## config.mk

```make
export PLATFORM = sky130hd
export DESIGN_NAME = fifo_wr_arbiter_flat
export DESIGN_NICKNAME = d
export VERILOG_FILES = /design/src/rtl/fifo_wr_arbiter_if.sv /design/src/rtl/fifo_wr_arbiter.sv /design/src/flat_wrapper.sv
export SDC_FILE = /design/constraint.sdc
export NUM_CORES = 1
export LEC_CHECK = 0
export CORE_AREA = 2 2 96 70
export DETAILED_ROUTE_END_ITERATION = 8
export DIE_AREA = 0 0 98 72
export GPL_TIMING_DRIVEN = 0
export PLACE_DENSITY_LB_ADDON = 0.25
export SYNTH_ARGS = -nofsm -noshare
export SYNTH_HDL_FRONTEND = slang
export SYNTH_SLANG_ARGS = --single-unit
```

## constraint.sdc

```tcl
create_clock -name clk -period 2.5 [get_ports clk]
set_input_delay 0.375 -clock clk [delete_from_list [all_inputs] [get_ports clk]]
set_output_delay 0.375 -clock clk [all_outputs]
set_load 0.01 [all_outputs]
```

## src/rtl/fifo_wr_arbiter_if.sv

```systemverilog
// Producer lanes plus the FIFO write port, as seen by the packet write arbiter.
// master = arbiter side, slave = producers/FIFO side.
interface fifo_wr_arbiter_if #(
   parameter int NREQ    = 4,
   parameter int bitsize = 9
);
   logic [NREQ-1:0]         req_valid;
   logic [NREQ*bitsize-1:0] req_data;
   logic [NREQ-1:0]         req_ack;
   logic                    fifo_writep;
   logic [bitsize-1:0]      fifo_data_in;
   logic                    fifo_fullp;

   modport master (
      input  req_valid, req_data, fifo_fullp,
      output req_ack, fifo_writep, fifo_data_in
   );

   modport slave (
      output req_valid, req_data, fifo_fullp,
      input  req_ack, fifo_writep, fifo_data_in
   );
endinterface

```

## src/rtl/fifo_wr_arbiter.sv

```systemverilog
// Packet-aware round-robin write arbiter: one producer owns the FIFO write port
// from grant until its EOP word is written or it idles for TIMEOUT cycles.
module fifo_wr_arbiter #(
   parameter int NREQ    = 4,
   parameter int bitsize = 9,
   parameter int TIMEOUT = 16
) (
   input  logic                    clk,
   input  logic                    rstp,
   fifo_wr_arbiter_if.master       bus,
   output logic [$clog2(NREQ)-1:0] grant_id,
   output logic                    busy,
   output logic                    drop_pulse,
   output logic [15:0]             pkt_count
);
   localparam int IDW  = $clog2(NREQ);
   localparam int CNTW = $clog2(TIMEOUT + 1);

   typedef enum logic {IDLE, BUSY} state_t;

   state_t             state_reg;
   logic [IDW-1:0]     last_reg;
   logic [CNTW-1:0]    idle_cnt_reg;
   logic [bitsize-1:0] lane [NREQ];
   logic [IDW-1:0]     pick_next;
   logic [IDW-1:0]     scan_idx;
   logic               cur_valid;
   logic               accept;
   logic               cur_eop;

   generate
      for (genvar gi = 0; gi < NREQ; gi++) begin : g_lane
         assign lane[gi] = bus.req_data[gi*bitsize +: bitsize];
      end
   endgenerate

   assign cur_valid = bus.req_valid[grant_id];
   assign accept    = (state_reg == BUSY) && cur_valid && !bus.fifo_fullp;
   assign cur_eop   = lane[grant_id][bitsize-1];

   // Scan from farthest to nearest so the requester closest after last_reg wins.
   always_comb begin
      pick_next = '0;
      scan_idx  = '0;
      for (int k = NREQ; k >= 1; k--) begin
         scan_idx = IDW'((int'(last_reg) + k) % NREQ);
         if (bus.req_valid[scan_idx]) begin
            pick_next = scan_idx;
         end
      end
   end

   always_comb begin
      bus.req_ack      = '0;
      bus.fifo_writep  = accept;
      bus.fifo_data_in = '0;
      if (accept) begin
         bus.req_ack[grant_id] = 1'b1;
         bus.fifo_data_in      = lane[grant_id];
      end
   end

   always_ff @(posedge clk) begin
      if (rstp) begin
         state_reg    <= IDLE;
         last_reg     <= IDW'(NREQ - 1);
         idle_cnt_reg <= '0;
         grant_id     <= '0;
         busy         <= 1'b0;
         drop_pulse   <= 1'b0;
         pkt_count    <= '0;
      end else begin
         drop_pulse <= 1'b0;
         case (state_reg)
            IDLE: begin
               if (|bus.req_valid) begin
                  grant_id     <= pick_next;
                  state_reg    <= BUSY;
                  busy         <= 1'b1;
                  idle_cnt_reg <= '0;
               end
            end
            BUSY: begin
               if (accept) begin
                  idle_cnt_reg <= '0;
                  if (cur_eop) begin
                     state_reg <= IDLE;
                     busy      <= 1'b0;
                     last_reg  <= grant_id;
                     pkt_count <= pkt_count + 16'd1;
                  end
               end else if (!cur_valid) begin
                  // A full-FIFO stall with valid held high falls through and holds the count.
                  if (idle_cnt_reg == CNTW'(TIMEOUT - 1)) begin
                     state_reg    <= IDLE;
                     busy         <= 1'b0;
                     last_reg     <= grant_id;
                     drop_pulse   <= 1'b1;
                     idle_cnt_reg <= '0;
                  end else begin
                     idle_cnt_reg <= idle_cnt_reg + CNTW'(1);
                  end
               end
            end
            default: state_reg <= IDLE;
         endcase
      end
   end
endmodule

```

## src/flat_wrapper.sv

```systemverilog
// flat-port wrapper written by rule: the top's interface ports become plain ports
module fifo_wr_arbiter_flat 
#(
   parameter int NREQ    = 4,
   parameter int bitsize = 9,
   parameter int TIMEOUT = 16
)
  (clk, rstp, grant_id, busy, drop_pulse, pkt_count, bus_req_valid, bus_req_data, bus_fifo_fullp, bus_req_ack, bus_fifo_writep, bus_fifo_data_in);
  fifo_wr_arbiter_if #(.NREQ(NREQ), .bitsize(bitsize)) bus_i ();
  input  logic clk;
  input  logic rstp;
  output logic [$clog2(NREQ)-1:0] grant_id;
  output logic busy;
  output logic drop_pulse;
  output logic [15:0] pkt_count;
  input wire logic [$bits(bus_i.req_valid)-1:0] bus_req_valid;
  input wire logic [$bits(bus_i.req_data)-1:0] bus_req_data;
  input wire logic [$bits(bus_i.fifo_fullp)-1:0] bus_fifo_fullp;
  output wire logic [$bits(bus_i.req_ack)-1:0] bus_req_ack;
  output wire logic [$bits(bus_i.fifo_writep)-1:0] bus_fifo_writep;
  output wire logic [$bits(bus_i.fifo_data_in)-1:0] bus_fifo_data_in;
  assign bus_i.req_valid = bus_req_valid;
  assign bus_i.req_data = bus_req_data;
  assign bus_i.fifo_fullp = bus_fifo_fullp;
  assign bus_req_ack = bus_i.req_ack;
  assign bus_fifo_writep = bus_i.fifo_writep;
  assign bus_fifo_data_in = bus_i.fifo_data_in;
  fifo_wr_arbiter #(.NREQ(NREQ), .bitsize(bitsize), .TIMEOUT(TIMEOUT)) u_core (.clk(clk), .rstp(rstp), .bus(bus_i), .grant_id(grant_id), .busy(busy), .drop_pulse(drop_pulse), .pkt_count(pkt_count));
endmodule
```

==> out/qor.yml <==
hold_path:
  hold_class: "flip-flop to flip-flop"
floorplan:
  initial_core_util_pct: 29.6
  io_pins: 77
  dieArea_um2: 7060
  fp-row-count: 24
  core_area_um2: 6100
  fp.dieW_um: 98
  die_y_um: 72
clocking:
  cts_hold_buf: 0
  clock_latency_ns: 0.27
  clkSinkCount: 28
  cts_tree: "done"
  clock_path_buffers: 2
  htree_levels: 1
  cts_buffers: 3
  clk_pin_slew_ns: 0.10
  cts_root_buffer: "clkbuf_8"
detailed_routing:
  ant_nets: 0
  dr.pass1.iters: 4
  routed_wirelength_mm: 4.69
  drtIter0Drc: 65
  via_per_inst: 5.01
  num_vias: 1768
  wl_per_cell_um: 13.3
  drcViolationCount: 0
pwr:
  seq_power_share_pct: 45.5
  power.internal_w: 0.000771
  pwr-share-clk_pct: 27.5
  finalPower_w: 0.00103
  ir_worst_vdd_v: 0.000239
  p_sw_w: 0.000261
  p_leak_nw: 0.994
  powerDensity_nw_per_um2: 372
  switching_share_pct: 25.3
  pwr-share-comb_pct: 26.9
grt:
  grt_overflow_total: 0
  grt_usage_pct: 13.5
  first_global_vias: 1689
  grt_max_degree: 20
  antenna_found_initial: 0
  grt_pass1_wl_mm: 7.89
yosys:
  synthTopCellsByCount: "28 x dfxtp_1, 22 x nor2_1, 14 x a21oi_1"
  synth_cell_types: 46
  yosys_register_bits: 28
  dominantRegCellSynth: "dfxtp_1"
  yosys.area.top_type: "dfxtp_1"
  synth_area_um2: 1800
  synth_edf_count: 0
  synth_most_common_cell: "dfxtp_1"
  synth-async-reset-ratio_pct: 0
  synth_top_area_share_pct: 31.1
  syn_nets: 238
  synthTopCellsByArea: "dfxtp_1 31%, mux4_2 8.7%, nor2_1 4.6%, a21oi_1 3.9%, nor2b_1 3.8%"
  synth_area_per_cell_um2: 9.35
  yosys_warnings: 0
  synth_cells: 193
  ys_seq_area_share_pct: 31.1
placement:
  io_buffers: 76
  hpwl_mm: 3.87
  place_congestion: 0.799
timing:
  slew_headroom_pct: 64.8
  fmax_mhz: 412
  final-setup-viol-count: 0
  hold_viol_final: 0
  drv_slew: 0
  whs_ns: 0.480
  clock_skew_ns: 0.00391
  tns_ns: 0
  period_minus_slack_ns: 2.43
  min_period_over_period_pct: 97.1
  worst_slew_pin_slew_ns: 0.523
cells_and_area:
  fillCellCount: 588
  syn2layout_area_growth_pct: 53.9
  antenna_cells: 0
  largest_reg_flops: 16
  drive_above_1_share_pct: 12.4
  finalNetCount: 321
setup_path:
  cp-start-kind: "flip-flop"
  crit_required_ns: 2.12
  path_max_fanout: 10
  crit_slowest_cell: "mux4_2"
  crit_path_cell_trace: "buf_6 > clkbuf_16 > mux4_2 > nor2b_1 > clkdlybuf4s50_1"
  crit_arrival_ns: 2.05
  r2r_slack_ns: 0.38
  crit_path_end_kind: "output pin"
  max_stage_delay_ns: 0.48
  crit_type: "flip-flop to output pin"
run_status:
  status: "finished, final reports clean"
job:
  cap_viol_max_count: 0
[repair_timing]
item	4_1_cts	5_1_grt
resized for setup	14	6
endpoints found under the setup margin	12	8
buffers inserted	2	2
pin swaps	2	1
[cell usage in the layout (no fill, tap or decap), drive strengths merged, types with 5 or more instances in the layout]
cell	count
nor2	22
nor2b	11
buf	7
inv	9
dlygate4sd2	5
o21ai	5
mux2i	6
nand2	6
nand3	9
o31ai	7
clkdlybuf4s50	68
a21oi	14
mux4	9
dfxtp	28
or4	7
clkbuf	9
xnor2	5
[routing by layer]
metal  track usage, %  part of all wire, %  vias up
li1                 -                    -      890
met5                0                    0        -
met2             22.8                   48       36
met3             2.89                  4.5        4
met1             18.1                   47      838
met4             2.78                 0.62        0
[logic make-up after synthesis]
| kind of cell | share of synthesized area [%] |
|---|---|
| compound gates | 17.4 |
| xor+xnor | 2.91 |
| fa+ha+maj | 1.39 |
| buf+inv | 4.85 |
| flops | 31.1 |
| mux | 17.5 |
| simple gates | 24.9 |
[power by group through the flow]
stage	clock network, W	registers [W]	logic (W)
floorplan	0	0.000480	0.000145
global placement	0	0.000480	0.000269
detailed placement	0	0.000480	0.000271
CTS	0.000291	0.000470	0.000276
global route	0.000307	0.000472	0.000302
finish	0.000284	0.000470	0.000278
[path summary, 6_finish.rpt]
kind         cells past startpoint              startpoint                endpoint
max                              5      u_core.grant_id[0]     bus_fifo_data_in[5]
min                              1  u_core.idle_cnt_reg[4]  u_core.idle_cnt_reg[4]
max reg2reg                      5     u_core.pkt_count[2]    u_core.pkt_count[13]
min reg2reg                      1  u_core.idle_cnt_reg[4]  u_core.idle_cnt_reg[4]
[metrics by stage]
stage / setup slack [ns] / cells / util (%) / instance area, µm²
after floorplan: 0.481 / 193 / - / 1800
after global placement: -0.410 / 347 / 43.7 / 2660
after detailed placement: -0.399 / 347 / 43.7 / 2660
after CTS: 0.0130 / 351 / 45.1 / 2750
after global routing: -0.000748 / 353 / 45.5 / 2780
final: 0.0732 / 353 / 45.5 / 2780
[layout make-up]
class	instances	area [µm²]	area share [%]
flip-flops and latches	28	562	20.2
well taps	78	97.6	3.52
clock buffers	4	55.1	1.98
multi-input cells	146	1170	42.1
plain buffers	8	67.6	2.43
inverters	9	33.8	1.22
repair buffers	80	792	28.5
[worst max-delay path, delay by kind of cell, from the launching register on]
kind	cells	cell delay [ns]
buffers and inverters	3	0.80
and+or+nand+nor	1	0.14
muxes	1	0.48
DFF	1	0.35
Note: power is estimated with default switching activity, not from simulation.
